<file path="src/rtl/mem_access_pkg.sv">
// Shared definitions for the memory access stage: default widths and the
// response-state encoding mirrored from the upstream read/write control FSM.
package mem_access_pkg;

    localparam int unsigned DEF_DATA_W = 8;
    localparam int unsigned DEF_DEPTH  = 16;
    localparam int unsigned DEF_ADDR_W = 5;
    localparam int unsigned DEF_CNT_W  = 8;

    typedef enum logic [1:0] {
        RSP_IDLE = 2'b00,
        RSP_ERR  = 2'b01,
        RSP_RD   = 2'b10,
        RSP_WR   = 2'b11
    } rsp_state_t;

endpackage

</file>
<file path="src/rtl/mem_array_rf.sv">
// Register-file word array with one synchronous write port and one
// combinational read port; parity column present only with MEM_ACCESS_PARITY_EN.
module mem_array_rf #(
    parameter int unsigned DATA_W = mem_access_pkg::DEF_DATA_W,
    parameter int unsigned DEPTH  = mem_access_pkg::DEF_DEPTH,
    parameter int unsigned ADDR_W = mem_access_pkg::DEF_ADDR_W
) (
    input  logic              clk,
    input  logic              rst,
    input  logic              we,
    input  logic [ADDR_W-1:0] waddr,
    input  logic [DATA_W-1:0] wdata,
    input  logic [ADDR_W-1:0] raddr,
`ifdef MEM_ACCESS_PARITY_EN
    output logic              rpar_raw,
`endif
    output logic [DATA_W-1:0] rdata_raw
);

    logic [DATA_W-1:0] mem [DEPTH];
`ifdef MEM_ACCESS_PARITY_EN
    logic              par [DEPTH];
`endif

    // Decoded per-word enables keep index widths exact for non-power-of-two DEPTH.
    always_ff @(posedge clk) begin
        for (int unsigned i = 0; i < DEPTH; i++) begin
            if (rst) begin
                mem[i] <= '0;
`ifdef MEM_ACCESS_PARITY_EN
                par[i] <= 1'b0;
`endif
            end else if (we && waddr == ADDR_W'(i)) begin
                mem[i] <= wdata;
`ifdef MEM_ACCESS_PARITY_EN
                par[i] <= ^wdata;
`endif
            end
        end
    end

    always_comb begin
        rdata_raw = '0;
`ifdef MEM_ACCESS_PARITY_EN
        rpar_raw  = 1'b0;
`endif
        for (int unsigned i = 0; i < DEPTH; i++) begin
            if (raddr == ADDR_W'(i)) begin
                rdata_raw = mem[i];
`ifdef MEM_ACCESS_PARITY_EN
                rpar_raw  = par[i];
`endif
            end
        end
    end

endmodule

</file>
<file path="src/rtl/mem_access_unit.sv">
// Single-word access stage behind the read/write control FSM: request decode,
// response FSM, registered read data and saturating access counter. Parity via MEM_ACCESS_PARITY_EN.
module mem_access_unit #(
    parameter int unsigned DATA_W = mem_access_pkg::DEF_DATA_W,
    parameter int unsigned DEPTH  = mem_access_pkg::DEF_DEPTH,
    parameter int unsigned ADDR_W = mem_access_pkg::DEF_ADDR_W,
    parameter int unsigned CNT_W  = mem_access_pkg::DEF_CNT_W
) (
    input  logic              clk,
    input  logic              rst,
    input  logic              valid,
    input  logic              rw,
    input  logic [ADDR_W-1:0] addr,
    input  logic [DATA_W-1:0] wdata,
    output logic [DATA_W-1:0] rdata,
    output logic              rdata_valid,
    output logic              wr_ack,
    output logic              addr_err,
    output logic              par_err,
    output logic [CNT_W-1:0]  op_count
);

    import mem_access_pkg::*;

    localparam int unsigned DEPTH_I = DEPTH;
    localparam logic [ADDR_W:0] DEPTH_L = DEPTH_I[ADDR_W:0];

    rsp_state_t        state, state_next;
    logic              in_range, wr_en, rd_en;
    logic [DATA_W-1:0] rdata_raw;

    assign in_range = {1'b0, addr} < DEPTH_L;
    assign wr_en    = valid &&  rw && in_range;
    assign rd_en    = valid && !rw && in_range;

`ifdef MEM_ACCESS_PARITY_EN
    logic rpar_raw;
    logic par_q;
`endif

    mem_array_rf #(
        .DATA_W (DATA_W),
        .DEPTH  (DEPTH),
        .ADDR_W (ADDR_W)
    ) u_array (
        .clk       (clk),
        .rst       (rst),
        .we        (wr_en),
        .waddr     (addr),
        .wdata     (wdata),
        .raddr     (addr),
`ifdef MEM_ACCESS_PARITY_EN
        .rpar_raw  (rpar_raw),
`endif
        .rdata_raw (rdata_raw)
    );

    always_ff @(posedge clk) begin
        if (rst) begin
            state    <= RSP_IDLE;
            rdata    <= '0;
            op_count <= '0;
        end else begin
            state <= state_next;
            if (rd_en) begin
                rdata <= rdata_raw;
            end
            if ((wr_en || rd_en) && op_count != '1) begin
                op_count <= op_count + 1'b1;
            end
        end
    end

    always_comb begin
        state_next  = RSP_IDLE;
        rdata_valid = 1'b0;
        wr_ack      = 1'b0;
        addr_err    = 1'b0;
        if (valid) begin
            if (!in_range) begin
                state_next = RSP_ERR;
            end else if (rw) begin
                state_next = RSP_WR;
            end else begin
                state_next = RSP_RD;
            end
        end
        case (state)
            RSP_RD:  rdata_valid = 1'b1;
            RSP_WR:  wr_ack      = 1'b1;
            RSP_ERR: addr_err    = 1'b1;
            default: ;
        endcase
    end

`ifdef MEM_ACCESS_PARITY_EN
    always_ff @(posedge clk) begin
        if (rst) begin
            par_q <= 1'b0;
        end else begin
            par_q <= rd_en && ((^rdata_raw) != rpar_raw);
        end
    end
    assign par_err = (state == RSP_RD) && par_q;
`else
    assign par_err = 1'b0;
`endif

endmodule
</file>
<file path="config.mk">
export PLATFORM = sky130hd
export DESIGN_NAME = mem_access_unit
export DESIGN_NICKNAME = d
export VERILOG_FILES = /design/src/rtl/mem_access_pkg.sv /design/src/rtl/mem_array_rf.sv /design/src/rtl/mem_access_unit.sv
export SDC_FILE = /design/constraint.sdc
export NUM_CORES = 1
export LEC_CHECK = 0
export CAP_MARGIN = 10
export CORE_UTILIZATION = 55
export DETAILED_ROUTE_END_ITERATION = 7
export GPL_TIMING_DRIVEN = 0
export PLACE_DENSITY = 0.79
export REMOVE_ABC_BUFFERS = 1
export SKIP_CTS_REPAIR_TIMING = 1
export SYNTH_ARGS = -nofsm -noshare
export SYNTH_HDL_FRONTEND = slang
export SYNTH_SLANG_ARGS = --single-unit
</file>
<file path="constraint.sdc">
create_clock -name clk -period 2.48 [get_ports clk]
set_input_delay 0.248 -clock clk [delete_from_list [all_inputs] [get_ports clk]]
set_output_delay 0.248 -clock clk [all_outputs]
set_load 0.05 [all_outputs]
</file>
==> results by group <==
Status
  • Status: finished, final reports clean

Yosys
  • XOR/XNOR Fraction of Synth Area: 0.7505%
  • Compound-cell area share of the yosys netlist: 11.45%
  • Post-synthesis cell type count: 59
  • Ys async rst share: 0%
  • Mux share of post-synthesis cell area: 1.823%
  • Flops & latches, synth: 146
  • Synthesized instance count: 608
  • Largest family of logic cells by synthesized area: simple AND/OR/NAND/NOR gates
  • Syn Area/Cell: 11.52 um^2
  • Most used DFF post-synth: edfxtp_1
  • Adder-cell share of the synthesized area: 0.1787%
  • Simple-Gate Fraction of Synth Area: 23.30%
  • Synthesis Warnings: 0
  • Number of synthesized flops with an enable pin: 128
  • Sequential area share after synthesis: 60.04%
  • Mapped Area: 7002 um^2

Power
  • Leakage power: 2.737 nW
  • Worst VDD drop: 532.6 uV
  • Power density cells: 733.2 nW/um^2

Clock tree
  • H-tree depth: 4
  • Clock slew at reported path FFs: 0.06 ns
  • Clock Path Buffers: 2
  • TritonCTS clock tree: yes
  • Sink Count: 146
  • Skew-Pair Late Insertion Delay: 0.42 ns
  • CTS root buffer: clkbuf_16
  • Clock buffer count from CTS: 17

Hold path
  • Worst min-delay path endpoint: state[1]
  • Worst hold path type: in2reg
  • Min-delay src: rst
  • Cells on Worst Hold Path: 2

STA
  • Worst Max-Slew Pin Slew: 0.8321 ns
  • Final period util: 96.10%
  • Slew margin rel.: 44.41%
  • Skew final: 0.006598 ns
  • Unrepaired setup endpoints after global routing: false
  • Final Hold Viols: 0
  • Tmin final: 2.383 ns
  • Max Freq: 0.4196 GHz
  • Final-report setup violation count: 0
  • Final Slew Violations: 0

Critical path
  • Critical path class: in2reg
  • Max FO, Critical Path: 27
  • Arr. time, crit path: 2.45 ns
  • Worst r2r src: u_array.mem[0][36]
  • Critical Path RT: 2.54 ns
  • Critical path capture point type: register
  • Startpoint types: input port
  • R2r setup slk: 0.93 ns
  • Reg2Reg Depth: 5
  • RR Endpoint: rdata[4]

Route
  • DRT iter0 DRCs: 630
  • Vias: 5154
  • Routed Antenna Nets: 0
  • DR pass1 iterations: 8
  • Total Wirelength: 17.81 mm
  • Drt via density: 6.316
  • Residual DRC: 0
  • DR WL/cell: 21.83 um

Floorplan
  • Core Area: 12210 um^2
  • Num ports: 37
  • Total Die Area: 13190 um^2
  • Initial Util: 57.34%
  • Die Ht: 114.8 um
  • Die W: 114.8 um
  • Site Rows: 40

Placed design
  • RePlAce Congestion: 0.9114
  • Placed instance area: 7406 um^2
  • I/O Buffers: 35
  • Inst Count DP: 778
  • DP Wirelength: 11.47 mm

Layout
  • Finished Cell Area: 8139 um^2
  • Area occupied by multi-input gates: 2664 um^2
  • Synthesis-to-layout area growth: 16.24%
  • Seq. cell area: 4204 um^2
  • Antenna diodes: 0
  • Fin nets: 653
  • Layout cells sized above 1: 9.259%
  • Final Instance Count excl. Fillers: 816
  • Filler cells: 925

Global route
  • Vias in the first global route: 4986
  • GR Overflow Total: 0
  • Largest net degree at the start of global routing: 40
  • Tot GR Track Use: 28.22%
  • Antenna violations before repair: 0
  • First-pass GRT wire length: 27.00 mm

Flow run
  • MaxCap Viol Count: 0
==> where the power goes <==
part	internal [mW]	switching [mW]
Sequential	2.79	0.0448
Combinational	0.127	0.299
Clock	1.72	0.984
Total	4.64	1.33
==> metal layers <==
layer / GRT usage (%) / vias up / routed length, um
met4: 14.55 / 0 / 698
met5: 0 / - / 0
li1: - / 2293 / -
met1: 36.56 / 2467 / 7123
met3: 6.537 / 66 / 1660
met2: 44.77 / 328 / 8327
==> cell usage in the layout (no fill, tap or decap), drive strengths merged, types with 4 or more instances in the layout <==
cell type        n
a21oi           18
a221oi           6
a22oi           19
a31oi            8
and2           132
buf              7
clkbuf          30
clkdlybuf4s50   30
dfxtp           18
edfxtp         128
inv              4
mux2             4
mux2i            6
nand2           31
nand2b           7
nand3            9
nand3b           5
nand4            8
nor2            53
nor2b           10
nor3            13
nor3b            7
o21ai           27
o221ai           6
o31a             4
or3b             4
xnor2            5
==> cell usage after synthesis, drive strengths merged (4+ instances only) <==
| cell type | count | area [um^2] |
|---|---|---|
| a21oi | 18 | 93.84 |
| a221oi | 6 | 52.55 |
| a22oi | 19 | 142.6 |
| a31oi | 8 | 50.05 |
| and2 | 132 | 825.8 |
| buf | 17 | 92.59 |
| clkbuf | 17 | 63.81 |
| dfxtp | 18 | 360.4 |
| edfxtp | 128 | 3844 |
| mux2 | 4 | 45.04 |
| mux2i | 6 | 60.06 |
| nand2 | 31 | 116.4 |
| nand2b | 7 | 43.79 |
| nand3 | 9 | 45.04 |
| nand3b | 5 | 37.54 |
| nand4 | 8 | 50.05 |
| nor2 | 53 | 198.9 |
| nor2b | 10 | 62.56 |
| nor3 | 13 | 70.07 |
| nor3b | 7 | 62.56 |
| o21ai | 27 | 135.1 |
| o221ai | 6 | 52.55 |
| o31a | 4 | 35.03 |
| or3b | 4 | 35.04 |
| xnor2 | 5 | 43.79 |
==> critical path, stage by stage <==
cell and delay [ns]:
clkdlybuf4s50_1 0.59, buf_8 0.27, nor3b_2 0.53, nand2_1 0.21, o21ai_1 0.59
==> through the flow <==
step | power [mW] | hold slack (ns) | utilization [%] | setup slack [ns] | setup TNS [ns]
finish | 5.968 | 0.3534 | 66.65 | 0.09674 | 0
global route | 6.092 | 0.3709 | 66.65 | 0.006954 | 0
CTS | 5.932 | 0.5096 | 65.95 | -1.016 | -135.78
detailed placement | 3.283 | 0.5015 | 60.65 | -1.431 | -251.26
global placement | 3.271 | 0.4839 | 60.65 | -1.350 | -250.32
floorplan | 3.076 | 0.3204 | - | 0.5082 | 0
==> logic make-up (layout without fill, tap and decap cells) <==
logic type / count (synthesis) / after routing
DFF: 146 / 146
xor gates and xnor gates: 6 / 6
muxes: 11 / 11
adders and majority gates: 1 / 1
other: 1 / 1
buffers and inverters: 37 / 77
AOI/OAI and AO/OA: 116 / 116
and+or+nand+nor: 290 / 290
==> worst max path at each step <==
stage / startpoint / end / slack, ns / cells past startpoint
3_5_place_dp: addr[0] / u_array.mem[0][11] / -1.43 / 5
4_1_cts: addr[0] / u_array.mem[0][10] / -1.02 / 5
6_report: addr[0] / u_array.mem[1][4] / 0.1 / 5
5_1_grt: addr[0] / u_array.mem[1][4] / 0.007 / 5
3_3_place_gp: addr[1] / u_array.mem[1][46] / -1.35 / 4
2_1_floorplan: addr[4] / u_array.mem[0][0] / 0.51 / 4
==> sequential cells by signal, summed over array words and instances, names as in the netlist <==
| register | cells |
|---|---|
| state | 2 |
| rdata | 8 |
| op_count | 8 |
| u_array.mem | 128 |
==> final cells by class <==
type	instances	share of cell area [%]
sequential	146	51.65
tap	168	2.583
timing repair inverter	1	0.06149
timing repair buffer	41	4.827
multi-input combinational	425	32.73
clock inverter	3	0.2460
clock buffer	29	7.717
inverter	3	0.1845
Power figures use the tool's default switching activity.
